**config.mk**
```make
export PLATFORM = sky130hd
export DESIGN_NAME = cordic_seq
export DESIGN_NICKNAME = d
export VERILOG_FILES = /design/src/rtl/cordic_seq_pkg.sv /design/src/rtl/cordic_quad_fix.sv /design/src/rtl/cordic_seq.sv
export SDC_FILE = /design/constraint.sdc
export NUM_CORES = 1
export LEC_CHECK = 0
export ABC_AREA = 1
export ABC_CLOCK_PERIOD_IN_PS = 1700
export BUFFER_PORTS_ARGS = -buffer_cell sky130_fd_sc_hd__buf_4
export CAP_MARGIN = 20
export CORE_MARGIN = 4
export CORE_UTILIZATION = 55
export CTS_BUF_LIST = sky130_fd_sc_hd__clkbuf_4 sky130_fd_sc_hd__clkbuf_8
export DETAILED_ROUTE_END_ITERATION = 16
export GPL_TIMING_DRIVEN = 0
export PLACE_DENSITY_LB_ADDON = 0.15
export SKIP_LAST_GASP = 1
export SYNTH_ARGS = -nofsm -noshare
export SYNTH_HDL_FRONTEND = slang
export SYNTH_SLANG_ARGS = --single-unit
```
**constraint.sdc**
```tcl
create_clock -name clock -period 1.7 [get_ports clock]
set_input_delay 0.17 -clock clock [delete_from_list [all_inputs] [get_ports clock]]
set_output_delay 0.17 -clock clock [all_outputs]
set_load 0.01 [all_outputs]
```
**src/rtl/cordic_seq_pkg.sv**
```systemverilog
// Shared constants and types for the CORDIC sequencer and its quadrant fold.
package cordic_seq_pkg;

  localparam int W_DEF    = 16;
  localparam int OW_DEF   = 17;
  localparam int ITER_DEF = 16;
  localparam int CNT_W    = 4;  // width of the core's iteration counter

  typedef enum logic [1:0] {
    ST_IDLE = 2'd0,
    ST_LOAD = 2'd1,
    ST_RUN  = 2'd2,
    ST_DONE = 2'd3
  } state_e;

  localparam logic [1:0] QUAD_0 = 2'd0;
  localparam logic [1:0] QUAD_1 = 2'd1;
  localparam logic [1:0] QUAD_2 = 2'd2;
  localparam logic [1:0] QUAD_3 = 2'd3;

  localparam logic [OW_DEF-1:0] OW_MAX = {1'b0, {(OW_DEF-1){1'b1}}};
  localparam logic [OW_DEF-1:0] OW_MIN = {1'b1, {(OW_DEF-1){1'b0}}};

endpackage

```
**src/rtl/cordic_quad_fix.sv**
```systemverilog
// Combinational quadrant fold: swaps/negates the core's first-quadrant
// result to restore the requested quadrant. Negation saturates so the
// most-negative code never wraps back onto itself.
module cordic_quad_fix
  import cordic_seq_pkg::*;
#(
  parameter int OW = OW_DEF
) (
  input  logic [OW-1:0] c,
  input  logic [OW-1:0] s,
  input  logic [1:0]    quad,
  output logic [OW-1:0] cos_o,
  output logic [OW-1:0] sin_o
);

  localparam logic [OW-1:0] V_MAX = {1'b0, {(OW-1){1'b1}}};
  localparam logic [OW-1:0] V_MIN = {1'b1, {(OW-1){1'b0}}};

  function automatic logic [OW-1:0] sat_neg(input logic [OW-1:0] v);
    return (v == V_MIN) ? V_MAX : (~v + {{(OW-1){1'b0}}, 1'b1});
  endfunction

  // select swap/negate pattern for the requested quadrant
  always_comb begin
    cos_o = c;
    sin_o = s;
    case (quad)
      QUAD_1: begin cos_o = sat_neg(s); sin_o = c;          end
      QUAD_2: begin cos_o = sat_neg(c); sin_o = sat_neg(s); end
      QUAD_3: begin cos_o = s;          sin_o = sat_neg(c); end
      default: ;
    endcase
  end

endmodule

```
**src/rtl/cordic_seq.sv**
```systemverilog
// Request/response sequencer around the free-running iterative CORDIC core:
// loads the core, counts its iterations, captures and quadrant-corrects
// the final result and holds it until the consumer takes it.
module cordic_seq
  import cordic_seq_pkg::*;
#(
  parameter int W    = W_DEF,
  parameter int OW   = OW_DEF,
  parameter int ITER = ITER_DEF
) (
  input  logic          clock,
  input  logic          reset,
  input  logic          req_valid,
  output logic          req_ready,
  input  logic [W-1:0]  req_theta,
  input  logic          req_sign,
  input  logic [1:0]    req_quad,
  output logic [W-1:0]  core_theta,
  output logic          core_sign,
  output logic          core_reset,
  input  logic [OW-1:0] core_cos,
  input  logic [OW-1:0] core_sin,
  output logic          out_valid,
  input  logic          out_ready,
  output logic [OW-1:0] cos_out,
  output logic [OW-1:0] sin_out,
  output logic          busy
);

  localparam logic [CNT_W-1:0] CNT_LAST = CNT_W'(ITER - 1);

  state_e            state_q, state_d;
  logic [CNT_W-1:0]  cnt_q, cnt_d;
  logic [W-1:0]      theta_q, theta_d;
  logic              sign_q, sign_d;
  logic [1:0]        quad_q, quad_d;
  logic [OW-1:0]     cos_q, cos_d, sin_q, sin_d;
  logic              out_valid_q, out_valid_d;
  logic [OW-1:0]     fix_cos, fix_sin;

  cordic_quad_fix #(.OW(OW)) u_fix (
    .c     (core_cos),
    .s     (core_sin),
    .quad  (quad_q),
    .cos_o (fix_cos),
    .sin_o (fix_sin)
  );

  // core inputs follow the latches always; the core only samples them in LOAD
  assign core_theta = theta_q;
  assign core_sign  = sign_q;
  assign out_valid  = out_valid_q;
  assign cos_out    = cos_q;
  assign sin_out    = sin_q;

  // next-state, latch updates and handshake outputs
  always_comb begin
    state_d     = state_q;
    cnt_d       = cnt_q;
    theta_d     = theta_q;
    sign_d      = sign_q;
    quad_d      = quad_q;
    cos_d       = cos_q;
    sin_d       = sin_q;
    out_valid_d = out_valid_q;
    req_ready   = 1'b0;
    core_reset  = 1'b1;
    busy        = 1'b0;
    case (state_q)
      ST_IDLE: begin
        req_ready = 1'b1;
        if (req_valid) begin
          theta_d = req_theta;
          sign_d  = req_sign;
          quad_d  = req_quad;
          state_d = ST_LOAD;
        end
      end
      ST_LOAD: begin
        busy    = 1'b1;
        cnt_d   = '0;
        state_d = ST_RUN;
      end
      ST_RUN: begin
        busy       = 1'b1;
        core_reset = 1'b0;
        cnt_d      = cnt_q + 1'b1;
        if (cnt_q == CNT_LAST) begin
          cos_d       = fix_cos;
          sin_d       = fix_sin;
          out_valid_d = 1'b1;
          cnt_d       = '0;
          state_d     = ST_DONE;
        end
      end
      ST_DONE: begin
        req_ready = out_ready;
        if (out_ready) begin
          out_valid_d = 1'b0;
          state_d     = ST_IDLE;
          if (req_valid) begin
            theta_d = req_theta;
            sign_d  = req_sign;
            quad_d  = req_quad;
            state_d = ST_LOAD;
          end
        end
      end
      default: state_d = ST_IDLE;
    endcase
  end

  // state and datapath registers; reset aborts any request in flight
  always_ff @(posedge clock or negedge reset) begin
    if (!reset) begin
      state_q     <= ST_IDLE;
      cnt_q       <= '0;
      theta_q     <= '0;
      sign_q      <= 1'b0;
      quad_q      <= '0;
      cos_q       <= '0;
      sin_q       <= '0;
      out_valid_q <= 1'b0;
    end else begin
      state_q     <= state_d;
      cnt_q       <= cnt_d;
      theta_q     <= theta_d;
      sign_q      <= sign_d;
      quad_q      <= quad_d;
      cos_q       <= cos_d;
      sin_q       <= sin_d;
      out_valid_q <= out_valid_d;
    end
  end

endmodule

```
## Yosys cells after proc, flatten, opt, wreduce, memory -nomap -nowiden

Cells that the tools add are included.

| word-level totals | value |
|---|---|
| input bits | 57 |
| word-level logic and storage cells | 60 |
| output and inout port bits | 55 |
| register bits | 60 |

| cells by class | value |
|---|---|
| mux-type cells | 26 |
| equal/unequal tests | 12 |
| bitwise operators | 2 |
| $add $sub $neg | 3 |
| reduce and logical (&&, ||, !) cells | 9 |

Operators with widths:

| kind | number |
|---|---|
| one-hot mux 17 bit (3 select lines) | 2 |
| adder 17 x 1 -> 17 bit (second input constant) | 2 |
| equality test 17 bit (second input constant) | 2 |
| 2-to-1 mux 17 bit | 2 |
| NOT 17 bit | 2 |
| 2-to-1 mux 16 bit | 2 |
| one-hot mux 16 bit (2 select lines) | 1 |
| 2-to-1 mux 2 bit | 5 |
| equality test 2 bit (second input constant) | 4 |
| one-hot mux 2 bit (4 select lines) | 1 |
| one-hot mux 4 bit (2 select lines) | 1 |
| 2-to-1 mux 1 bit | 7 |
| != test 2 bit (second input constant) | 3 |
| one-hot mux 1 bit (2 select lines) | 3 |
| AND reduction 3 bit | 2 |
| nonzero test 2 bit | 3 |
| adder 4 x 1 -> 4 bit (second input constant) | 1 |
| equality test 2 x 1 -> 1 bit (second input constant) | 2 |
| equality test 4 bit (second input constant) | 1 |
| 2-to-1 mux 4 bit | 1 |
| one-hot mux 2 bit (2 select lines) | 1 |
| AND reduction 2 bit | 2 |
| zero test 2 bit | 1 |
| OR reduction 2 bit | 1 |

## Longest topological paths before layout

| depth | value |
|---|---|
| depth in word-level cells | 4 |
| mapped depth | 12 |
| mapped depth without buffers | 12 |

## Modules after synthesis

A second synthesis with hierarchy kept.

| second synthesis, totals | value |
|---|---|
| cell total of the unflattened synthesis | 681 |
| area total of the unflattened synthesis | 4434.3 µm² |

By module, submodules not included:

| module | area an instance (µm²) | cells each | sequential area each (µm²) | times used |
|---|---|---|---|---|
| cordic_seq | 2621.3 | 291 | 1501.4 | 1 |
| cordic_quad_fix | 1813.0 | 390 | 0.0 | 1 |

## Worst setup path before layout

No wires, ideal clock.

| path | value |
|---|---|
| kind | register to register |
| start | register state_q[1] |
| end | register theta_q[0], in the netlist core_theta[0] |
| stages on the path, launching flop included | 5 |
| data required time | 1575 ps |
| clock period less this slack | 1577 ps |
| buffers on the path | 1 |
| library setup time | 125 ps |
| data arrival time | 1452 ps |
| path slack | 123 ps |
| cell sequence | dfrtp_1 > ha_1 > o211ai_1 > buf_2 > mux2_2 |

| between the ends | value |
|---|---|
| cells in the longest elaborated chain, start to end | 3 |
| elaborated cells between the ends (all ways) | 6 |
| classes of those cells | eq/ne (2); mux (1); reduce/logical (3) |

Ends and longest elaborated chain:

| item | line | RTL |
|---|---|---|
| from (decl) | cordic_seq.sv:32 | `state_e state_q, state_d;` |
| from (signal assigned) | cordic_seq.sv:125 | `state_q <= state_d;` |
| equality test 2 bit / zero test 2 bit (equally long branches) | cordic_seq.sv:69 | `case (state_q)` |
| != test 2 bit (no source line) / nonzero test 2 bit (equally long branches) | - |  |
| AND reduction 2 bit (no source line) | - |  |
| to (signal assigned) | cordic_seq.sv:127 | `theta_q <= theta_d;` |
| to (decl) | cordic_seq.sv:34 | `logic [W-1:0] theta_q, theta_d;` |

Parallel ways exist; a longest one is shown, timed or not.
A chain may end at the register's enable or synchronous reset.

## Worst setup path after layout

| path | value |
|---|---|
| start | register state_q[1] |
| end | register sin_q[10], in the netlist sin_out[10] |

| between the ends | value |
|---|---|
| cells in the longest elaborated chain, start to end | 2 |

Ends and longest elaborated chain:

| item | line | RTL |
|---|---|---|
| equality test 2 bit | cordic_seq.sv:69 |  |
| AND reduction 2 bit (no source line) | - |  |
| to (signal assigned) | cordic_seq.sv:131 | `sin_q <= sin_d;` |
| to (decl) | cordic_seq.sv:37 | `logic [OW-1:0] cos_q, cos_d, sin_q, sin_d;` |

No other way between the ends.

==> results.cfg <==
[status]
status = complete, no violations

[cells_and_area]
syn2layout_area_growth_pct = 30.1
nNetsFinal = 843
instances_no_fill = 887
diodes = 0
finalCoreUtilization_pct = 73.8
layout-drive-gt1-share_pct = 27.6

[drt]
routed_wl_mm = 14.6
post-route-drc-count = 0
ant_nets = 0
avgRoutedWirePerCell_um = 16.5
detail_route.first_pass.iterations = 5
vias = 4822
drtIter0Drc = 472
via_per_inst = 5.44

[critical_path]
cp.required_ns = 1.97
crit_path_start_kind = flop
cp_max_fo = 10
critPathCaptureType = flop
criticalPathCategory = reg -> reg
cp.arrival_ns = 1.96

[logic_synthesis]
ys_warn_count = 0
synth_cell_types = 28
syn_area_um2 = 4400
yosys.area.top_type = dfrtp_1
synth.area.top_cells = dfrtp_1 34%, nand2_1 20%, nand3_1 6.5%, a21oi_1 5.1%, inv_1 5.0%
syn_nets = 713
syn_area_per_cell_um2 = 6.78
synth_seq_cells = 60
synth_top_area_share_pct = 34.1
synth_cells = 650
ys_seq_area_share_pct = 34.1

[clocking]
cts.htree.levels = 3
clkTransAtPathRegs_ns = 0.09
cts_root_buffer = clkbuf_8
insertion_delay_ns = 0.37
numCtsBuffers = 9
cts_tree = built
clock_sinks = 60
clk_path_buf_depth = 2

[sta]
fmax_ghz = 0.591
worst_pin_slew_ns = 0.755
final-setup-viol-count = 0
rsz0062_at_grt = yes
finalSetupTns_ns = 0
slew_violations = 0
relSlewSlack_pct = 49.6
whs_ns = 0.0356
fin_ws_ns = 0.00902
period_needed_ns = 1.69
clock_skew_ns = 0.0193
fin_crit_sh_pct = 99.5
hold_violations = 0

[floorplanning]
fp.coreArea_um2 = 7770
num_rows = 32
ios = 112
start_util_pct = 56.7
die_x_um = 97.5
die_y_um = 97.5
die_area_um2 = 9500

[power_and_ir_drop]
combinationalPowerShare_pct = 51.9
p_leak_nw = 3.05
power.net_switching_mw = 3.08
internal-power_mw = 4.06
swShare_pct = 43.2
powerDensity_nw_per_um2 = 1250
clock_power_share_pct = 20.3
power_frac_seq_pct = 27.8
peakVddDrop_mv = 1.09

[global_route]
antenna_found_initial = 0
grtUsageMet1_pct = 38.9
grt.busiest_layer = met2
grt_overflow_total = 0
grt_pass1_vias = 4817
track_usage_pct = 29.9
grt_pass1_wl_mm = 23.4
grt_util_met3_pct = 6.46
grtUsageMet2_pct = 48.8
grt_start_max_net_pins = 61

[placed_design]
io_buffers = 111
dp.cells = 863
dp_hpwl_mm = 10.5
post-place-ws_ns = -0.159
routabilityCongestion = 0.975

[job]
cap_viol_max_count = 0

[min_path]
min_path_type = in -> reg
[worst max-delay path: stages, from the launching register on]
cell	delay (ns)
dfrtp_2	0.46
buf_4	0.16
ha_4	0.17
inv_1	0.12
nor2_4	0.07
inv_1	0.11
buf_2	0.27
a21oi_1	0.08
nand2_1	0.10
nand2_1	0.05
[kinds of logic (layout without fill, tap and decap cells)]
family	count (synthesis)	after routing	share of synthesized area, %
buf+inv	90	225	8.81
simple gates	369	369	37.6
compound gates	97	97	11.3
xor+xnor	10	10	1.99
mux	18	18	4.57
flops	60	60	34.1
fa+ha+maj	6	6	1.70
[layout by cell type, fill, tap and decap left out, types with 2 or more instances in the layout]
cell and instances:
clkbuf_1 4, nand3_4 3, buf_2 7, ha_4 3, clkinvlp_4 2, nor2_1 35, dfrtp_1 58, nand4_1 6
inv_1 58, o21ai_1 2, a21oi_1 43, o21ai_0 44, buf_4 124, nor2_4 7, o22ai_1 2, clkbuf_2 4
clkbuf_8 10, clkinv_4 2, mux2_2 17, ha_1 3, nand2_1 240, nand3_2 8, xor2_1 10, nand2_2 5
buf_6 7, inv_2 4, a21oi_2 2, nand3_1 57, dfrtp_2 2, nor2_2 6, o211ai_1 3
[power groups by stage]
stage / Sequential [mW] / Clock [mW] / Combinational, mW
global route: 2.02 / 1.50 / 4.05
floorplan: 2.08 / 0 / 1.94
detailed placement: 1.98 / 0 / 3.33
global placement: 1.95 / 0 / 3.27
CTS: 1.95 / 1.44 / 3.47
finish: 1.98 / 1.45 / 3.71
[routing by layer]
metal	wire (um)	vias up	share of wire (%)
met4	298	0	2.0
met2	6950	254	48
li1	-	2347	-
met3	1240	30	8.5
met1	6110	2191	42
met5	0	-	0
[worst paths after layout]
check | to | startpoint | depth (start not counted) | slack (ns)
min in group asynchronous | sin_out[3]$_DFFE_PN0P_ | reset | 2 | 0.40
max in group asynchronous | state_q[1]$_DFFE_PN0P_ | reset | 2 | 0.74
min | core_theta[2]$_DFFE_PN0P_ | req_theta[2] | 2 | 0.04
min reg2reg | sin_out[1]$_DFFE_PN0P_ | sin_out[1]$_DFFE_PN0P_ | 2 | 0.48
max | sin_out[10]$_DFFE_PN0P_ | state_q[1]$_DFFE_PN0P_ | 9 | 0.009
max reg2reg | sin_out[10]$_DFFE_PN0P_ | state_q[1]$_DFFE_PN0P_ | 9 | 0.009
[stage by stage]
| step | instance area [um^2] | total power, mW |
|---|---|---|
| global route | 5730 | 7.57 |
| global placement | 5370 | 5.22 |
| CTS | 5660 | 6.87 |
| floorplan | 4400 | 4.02 |
| detailed placement | 5370 | 5.31 |
| finish | 5730 | 7.14 |
[synth_stat cells (all sizes together)]
library cell  instances
a21oi                45
a31oi                 1
buf                  17
clkbuf               11
dfrtp                60
ha                    6
inv                  62
mux2                 17
mux2i                 1
nand2               245
nand3                68
nand4                 6
nor2                 49
o211ai                3
o21ai                46
o22ai                 2
or2                   1
xor2                 10
[registers in the layout, summed over array words and instances (netlist names)]
register    count
quad_q          2
state_q         2
core_sign       1
out_valid       1
sin_out        17
core_theta     16
cnt_q           4
cos_out        17
[final cells by class]
cell class / instances / area, um^2
Sequential cell: 60 / 1500
Clock inverter: 6 / 71.3
Clock buffer: 10 / 138
Tap cell: 102 / 128
Fill cell: 620 / 2040
Multi-Input combinational cell: 500 / 2570
Inverter: 62 / 233
Buffer: 28 / 194
Timing Repair Buffer: 119 / 896
[repair_timing]
action | in CTS | in global routing
pin swaps | 2 | 1
buffers inserted | 4 | 2
cloned | 1 | 0
gates resized for setup | 15 | 26
hold endpoints to repair | 60 | 0
endpoints found under the setup margin | 50 | 50
hold buffers | 1 | 0
Note: power is estimated with default switching activity, not from simulation.
